$ cat src/rtl/axi_master_pkg.sv
// Shared types and constants for the single-outstanding AXI4 burst master.
package axi_master_pkg;

    typedef enum logic [2:0] {
        ST_IDLE = 3'd0,
        ST_AW   = 3'd1,
        ST_W    = 3'd2,
        ST_B    = 3'd3,
        ST_AR   = 3'd4,
        ST_R    = 3'd5,
        ST_RSP  = 3'd6
    } state_t;

    localparam logic [2:0] AXI_SIZE_WORD  = 3'b010;
    localparam logic [1:0] AXI_BURST_INCR = 2'b01;

    localparam logic [1:0] OKAY   = 2'd0;
    localparam logic [1:0] EXOKAY = 2'd1;
    localparam logic [1:0] SLVERR = 2'd2;
    localparam logic [1:0] DECERR = 2'd3;

    // Worst-of-two response; the encoding is ordered by severity.
    function automatic logic [1:0] resp_max(input logic [1:0] a, input logic [1:0] b);
        return (a > b) ? a : b;
    endfunction

endpackage

$ cat src/rtl/axi_burst_master.sv
// Single-outstanding AXI4 master: turns a command/data stream into INCR bursts
// and reports one completion per command.
module axi_burst_master
    import axi_master_pkg::*;
#(
    parameter int ADDR_WIDTH = 32,
    parameter int DATA_WIDTH = 32,
    parameter int ID_WIDTH   = 4,
    parameter int LEN_WIDTH  = 4
) (
    input  logic                    ACLK,
    input  logic                    ARESETn,

    input  logic                    cmd_valid,
    output logic                    cmd_ready,
    input  logic                    cmd_write,
    input  logic [ADDR_WIDTH-1:0]   cmd_addr,
    input  logic [LEN_WIDTH-1:0]    cmd_len,
    input  logic [ID_WIDTH-1:0]     cmd_id,

    input  logic [DATA_WIDTH-1:0]   wr_data,
    input  logic [DATA_WIDTH/8-1:0] wr_strb,
    input  logic                    wr_valid,
    output logic                    wr_ready,

    output logic [DATA_WIDTH-1:0]   rd_data,
    output logic                    rd_last,
    output logic                    rd_valid,
    input  logic                    rd_ready,

    output logic                    rsp_valid,
    input  logic                    rsp_ready,
    output logic [1:0]              rsp_resp,
    output logic                    rsp_write,
    output logic                    protocol_err,
    output state_t                  dbg_state,

    output logic [ID_WIDTH-1:0]     M_AWID,
    output logic [ADDR_WIDTH-1:0]   M_AWAddr,
    output logic [LEN_WIDTH-1:0]    M_AWLen,
    output logic [2:0]              M_AWSize,
    output logic [1:0]              M_AWBurst,
    output logic                    M_AWValid,
    input  logic                    M_AWReady,

    output logic [DATA_WIDTH-1:0]   M_WData,
    output logic [DATA_WIDTH/8-1:0] M_WStrb,
    output logic                    M_WLast,
    output logic                    M_WValid,
    input  logic                    M_WReady,

    input  logic [ID_WIDTH-1:0]     M_BID,
    input  logic [1:0]              M_BResp,
    input  logic                    M_BValid,
    output logic                    M_BReady,

    output logic [ID_WIDTH-1:0]     M_ARID,
    output logic [ADDR_WIDTH-1:0]   M_ARAddr,
    output logic [LEN_WIDTH-1:0]    M_ARLen,
    output logic [2:0]              M_ARSize,
    output logic [1:0]              M_ARBurst,
    output logic                    M_ARValid,
    input  logic                    M_ARReady,

    input  logic [ID_WIDTH-1:0]     M_RID,
    input  logic [DATA_WIDTH-1:0]   M_RData,
    input  logic [1:0]              M_RResp,
    input  logic                    M_RLast,
    input  logic                    M_RValid,
    output logic                    M_RReady
);

    // Handshake rule on every channel: a beat transfers on a rising ACLK edge
    // where valid and ready are both high; a raised valid keeps its payload
    // stable until that edge.

    state_t                state_q, state_d;
    logic [ADDR_WIDTH-1:0] addr_q, addr_d;
    logic [LEN_WIDTH-1:0]  len_q, len_d;
    logic [ID_WIDTH-1:0]   id_q, id_d;
    logic                  write_q, write_d;
    logic [LEN_WIDTH:0]    cnt_q, cnt_d;
    logic [1:0]            acc_q, acc_d;
    logic [1:0]            rsp_resp_q, rsp_resp_d;
    logic                  perr_q, perr_d;
    logic                  last_beat;

    // One extra counter bit keeps len=15 from wrapping before the final beat.
    assign last_beat = (cnt_q == {1'b0, len_q});

    always_ff @(posedge ACLK or negedge ARESETn) begin
        if (!ARESETn) begin
            state_q    <= ST_IDLE;
            addr_q     <= '0;
            len_q      <= '0;
            id_q       <= '0;
            write_q    <= 1'b0;
            cnt_q      <= '0;
            acc_q      <= OKAY;
            rsp_resp_q <= OKAY;
            perr_q     <= 1'b0;
        end else begin
            state_q    <= state_d;
            addr_q     <= addr_d;
            len_q      <= len_d;
            id_q       <= id_d;
            write_q    <= write_d;
            cnt_q      <= cnt_d;
            acc_q      <= acc_d;
            rsp_resp_q <= rsp_resp_d;
            perr_q     <= perr_d;
        end
    end

    always_comb begin
        state_d    = state_q;
        addr_d     = addr_q;
        len_d      = len_q;
        id_d       = id_q;
        write_d    = write_q;
        cnt_d      = cnt_q;
        acc_d      = acc_q;
        rsp_resp_d = rsp_resp_q;
        perr_d     = 1'b0;
        cmd_ready  = 1'b0;
        wr_ready   = 1'b0;
        M_WValid   = 1'b0;
        M_BReady   = 1'b0;
        M_RReady   = 1'b0;
        rd_valid   = 1'b0;

        case (state_q)
            ST_IDLE: begin
                cmd_ready = 1'b1;
                if (cmd_valid) begin
                    addr_d  = cmd_addr & ~ADDR_WIDTH'(3);
                    len_d   = cmd_len;
                    id_d    = cmd_id;
                    write_d = cmd_write;
                    cnt_d   = '0;
                    acc_d   = OKAY;
                    state_d = cmd_write ? ST_AW : ST_AR;
                end
            end
            ST_AW: begin
                if (M_AWReady) state_d = ST_W;
            end
            ST_W: begin
                M_WValid = wr_valid;
                wr_ready = M_WReady;
                if (wr_valid && M_WReady) begin
                    cnt_d = cnt_q + {{LEN_WIDTH{1'b0}}, 1'b1};
                    if (last_beat) state_d = ST_B;
                end
            end
            ST_B: begin
                M_BReady = 1'b1;
                if (M_BValid) begin
                    rsp_resp_d = M_BResp;
                    perr_d     = (M_BID != id_q);
                    state_d    = ST_RSP;
                end
            end
            ST_AR: begin
                if (M_ARReady) state_d = ST_R;
            end
            ST_R: begin
                rd_valid = M_RValid;
                M_RReady = rd_ready;
                if (M_RValid && rd_ready) begin
                    acc_d  = resp_max(acc_q, M_RResp);
                    cnt_d  = cnt_q + {{LEN_WIDTH{1'b0}}, 1'b1};
                    perr_d = (M_RLast != last_beat) || (M_RID != id_q);
                    if (last_beat) begin
                        rsp_resp_d = resp_max(acc_q, M_RResp);
                        state_d    = ST_RSP;
                    end
                end
            end
            ST_RSP: begin
                if (rsp_ready) state_d = ST_IDLE;
            end
            default: state_d = ST_IDLE;
        endcase
    end

    // Address valids come straight from the state register, never from ready.
    assign M_AWValid = (state_q == ST_AW);
    assign M_ARValid = (state_q == ST_AR);
    assign M_AWID    = id_q;
    assign M_AWAddr  = addr_q;
    assign M_AWLen   = len_q;
    assign M_AWSize  = AXI_SIZE_WORD;
    assign M_AWBurst = AXI_BURST_INCR;
    assign M_ARID    = id_q;
    assign M_ARAddr  = addr_q;
    assign M_ARLen   = len_q;
    assign M_ARSize  = AXI_SIZE_WORD;
    assign M_ARBurst = AXI_BURST_INCR;

    assign M_WData   = wr_data;
    assign M_WStrb   = wr_strb;
    assign M_WLast   = (state_q == ST_W) && last_beat;
    assign rd_data   = M_RData;
    assign rd_last   = (state_q == ST_R) && last_beat;

    assign rsp_valid    = (state_q == ST_RSP);
    assign rsp_write    = write_q;
    assign rsp_resp     = rsp_resp_q;
    assign protocol_err = perr_q;
    assign dbg_state    = state_q;

endmodule

$ cat config.mk
export PLATFORM = sky130hd
export DESIGN_NAME = axi_burst_master
export DESIGN_NICKNAME = d
export VERILOG_FILES = /design/src/rtl/axi_master_pkg.sv /design/src/rtl/axi_burst_master.sv
export SDC_FILE = /design/constraint.sdc
export NUM_CORES = 1
export LEC_CHECK = 0
export CELL_PAD_IN_SITES_DETAIL_PLACEMENT = 1
export CELL_PAD_IN_SITES_GLOBAL_PLACEMENT = 1
export CORE_MARGIN = 3
export CORE_UTILIZATION = 23
export CTS_CLUSTER_SIZE = 8
export DETAILED_ROUTE_END_ITERATION = 7
export PLACE_DENSITY_LB_ADDON = 0.25
export SYNTH_ARGS = -nofsm -noshare
export SYNTH_HDL_FRONTEND = slang
export SYNTH_SLANG_ARGS = --single-unit
export TNS_END_PERCENT = 50
$ cat constraint.sdc
create_clock -name ACLK -period 5 [get_ports ACLK]
set_input_delay 1.25 -clock ACLK [delete_from_list [all_inputs] [get_ports ACLK]]
set_output_delay 1.25 -clock ACLK [all_outputs]
set_load 0.02 [all_outputs]
==> out/results.ini <==
[die]
ioPinCount = 309
core_area_um2 = 14800
initial_core_util_pct = 23.9
fp.dieW_um = 130
dieArea_um2 = 16800
die_y_um = 130
fp-row-count = 44

[setup_path]
r2r_setup_slack_ns = 2.69
cp.arrival_ns = 2.52
crit_buf_inv = 2
r2r_end = M_ARLen[3]
cp.depth = 4
endpoint_kind = primary output
crit_start = dbg_state[1]
critPathLaunchType = flip-flop
path_delay_family = flip-flops
ff2ff_path_depth = 3
cpMaxStageDelayCell = dfrtp_1
cp_max_fo = 22
worstReg2RegStart = dbg_state[1]
cp.required_ns = 3.75
worstSetupPathType = reg2out
max_stage_delay_ns = 0.82
crit_path_end = M_WLast
path_cells = nor3b_1, nand2_1, inv_1, clkdlybuf4s50_1

[routing]
wl_per_cell_um = 15.1
drt_iter0_drc = 89
num_vias = 2676
post-route-drc-count = 0
drtAntennaViolNets = 0
routed_wl_mm = 9.54
drtPass1Iterations = 4
viasPerCell = 4.25

[power_and_ir_drop]
p_comb_share_pct = 59.3
ir_drop_mv = 0.222
swShare_pct = 44.3
p_sw_mw = 1.32
power.density_nw_per_um2 = 659
p_int_mw = 1.66
leakagePower_nw = 1.96
power_frac_seq_pct = 28.6
pwr-share-clk_pct = 12.1

[timing]
period_share_pct = 75.5
hold_violations = 0
rsz0062_at_grt = no
slew_viol_final = 0
tns_ns = 0
period_minus_slack_ns = 3.77
slew_headroom_pct = 36.6
finalSetupViolations = 0
clock_skew_ns = 0.00814
max_freq_mhz = 265
tightestPinTransition_ns = 0.951

[place]
dp_cells = 622
gp_congestion = 0.701
post-dp-hpwl_mm = 7.21
port_buffers = 156

[clock_network]
clockRootBuffer = clkbuf_16
ctsHtreeMaxLevel = 2
clkTransAtPathRegs_ns = 0.08
cts_resized = 0
clk_path_buf_depth = 2
numCtsBuffers = 5
holdBufCountCts = 0
postCtsSetupRepairBufs = 0
cts_tree = done
cts.sinks = 52
clock_latency_ns = 0.30

[global_routing]
track_usage_pct = 11.0
grt_pass1_wl_mm = 14.6
gr-total-overflow = 0
grt_max_degree = 44
grt_pass1_vias = 2816
antenna_found_initial = 0

[synthesis]
synth_edf_count = 0
ys_seq_elements = 52
yosys.area.top_type = dfrtp_1
synth_cell_type_count = 49
ys_warn_count = 0
synth_common_cells = buf_4, nand2_1, dfrtp_1
synth.most_common_cell = buf_4
synth_area_leaders = dfrtp_1, buf_4, nand2_1
yosys.area.top_type_share_pct = 36.9
syn_inst = 401
avgSynthCellArea_um2 = 8.78
async_flop_share_pct = 100
syn_area_um2 = 3520
ys.flop_type = dfrtp_1
yosysSeqAreaShare_pct = 36.9

[final_layout]
instances_no_fill = 630
syn_to_final_growth_pct = 28.4
nets = 582
antenna_cells = 0
drive_above_1_share_pct = 6.05

[hold_path]
hp-class = reg2reg

[run_status]
status = completed

[job]
cap_violations = 0

==> cell usage in the layout, fill, tap and decap left out, types with 2 or more instances in the layout <==
cell | netlist | layout
a21oi_1 | 2 | 2
nor3_2 | 2 | 2
xnor2_1 | 12 | 12
buf_4 | 122 | 2
mux2_2 | 5 | 5
nand2_1 | 103 | 103
clkdlybuf4s50_1 | 0 | 155
nor2_1 | 12 | 12
nor3_1 | 2 | 2
inv_1 | 5 | 5
mux2i_1 | 5 | 5
nor2_2 | 2 | 2
dfrtp_1 | 52 | 52
clkbuf_16 | 0 | 5
nand4_1 | 3 | 3
nor2b_1 | 2 | 2
and2_1 | 8 | 7
clkinvlp_4 | 0 | 2
o21ai_0 | 7 | 7
ha_1 | 4 | 4
nor3b_1 | 2 | 2
mux2_1 | 5 | 5
nand3_1 | 5 | 5
conb_1 | 2 | 14
xor2_1 | 4 | 4
==> power groups by stage <==
stage	clock network, mW	registers (mW)	logic, mW
final	0.361	0.852	1.77
after global routing	0.396	0.894	1.92
after CTS	0.382	0.860	1.80
after detailed placement	0	0.868	1.80
after global placement	0	0.851	1.77
after floorplan	0	0.978	1.09
==> flip-flops by register name, indices dropped and copies added, names as in the netlist <==
name,cells
M_ARAddr,30
cnt_q,5
M_ARID,4
M_ARLen,4
dbg_state,3
acc_q,2
rsp_resp,2
protocol_err,1
rsp_write,1
==> how the worst min path moves through the flow <==
stage	start	endpoint	slack [ns]	cells past startpoint
finish	rsp_write	rsp_write	0.49	2
global route	M_ARAddr[4]	M_ARAddr[4]	0.54	2
CTS	rsp_write	rsp_write	0.50	2
detailed placement	rsp_write	rsp_write	0.47	2
global placement	M_ARAddr[22]	M_ARAddr[22]	0.48	2
floorplan	acc_q[0]	acc_q[0]	0.48	1
==> cells by family after synthesis <==
logic type      synth area share (%)
simple gates                    19.0
buf+inv                         28.9
flops                           36.9
compound gates                  4.90
xor+xnor                        3.98
mux                             4.62
fa+ha+maj                       1.42
other cells                    0.213
==> worst register-to-register path: cells and delay by family, from the launching register on <==
family | cells | cell delay, ns
multiplexers | 1 | 0.42
flip-flops | 1 | 0.65
AND/OR/NAND/NOR | 2 | 1.12
==> final cells by class <==
| cell class | count | area (µm²) |
|---|---|---|
| fill | 1719 | 10200 |
| clock inverter | 3 | 23.8 |
| tap | 184 | 230 |
| multi-input combinational | 222 | 1250 |
| timing repair buffer | 158 | 1570 |
| sequential | 52 | 1300 |
| clock buffer | 5 | 125 |
| inverter | 6 | 22.5 |
==> metrics by stage <==
| stage | power, mW | setup slack, ns | area, µm² | hold slack (ns) | util, % |
|---|---|---|---|---|---|
| 2_1_floorplan | 2.07 | 2.08 | 3570 | 0.477 | - |
| 3_3_place_gp | 2.62 | 1.31 | 4370 | 0.478 | 29.6 |
| 3_5_place_dp | 2.66 | 1.25 | 4370 | 0.472 | 29.6 |
| 4_1_cts | 3.05 | 1.23 | 4520 | 0.497 | 30.7 |
| 5_1_grt | 3.21 | 1.04 | 4520 | 0.539 | 30.7 |
| 6_report | 2.98 | 1.23 | 4520 | 0.493 | 30.7 |
==> routing by layer <==
metal / GRT usage, % / share of wire, %
met1: 13.1 / 41
met2: 18.9 / 50
met3: 3.19 / 7.3
met4: 4.03 / 1.6
met5: 0 / 0
(Power assumes the default switching activity.)
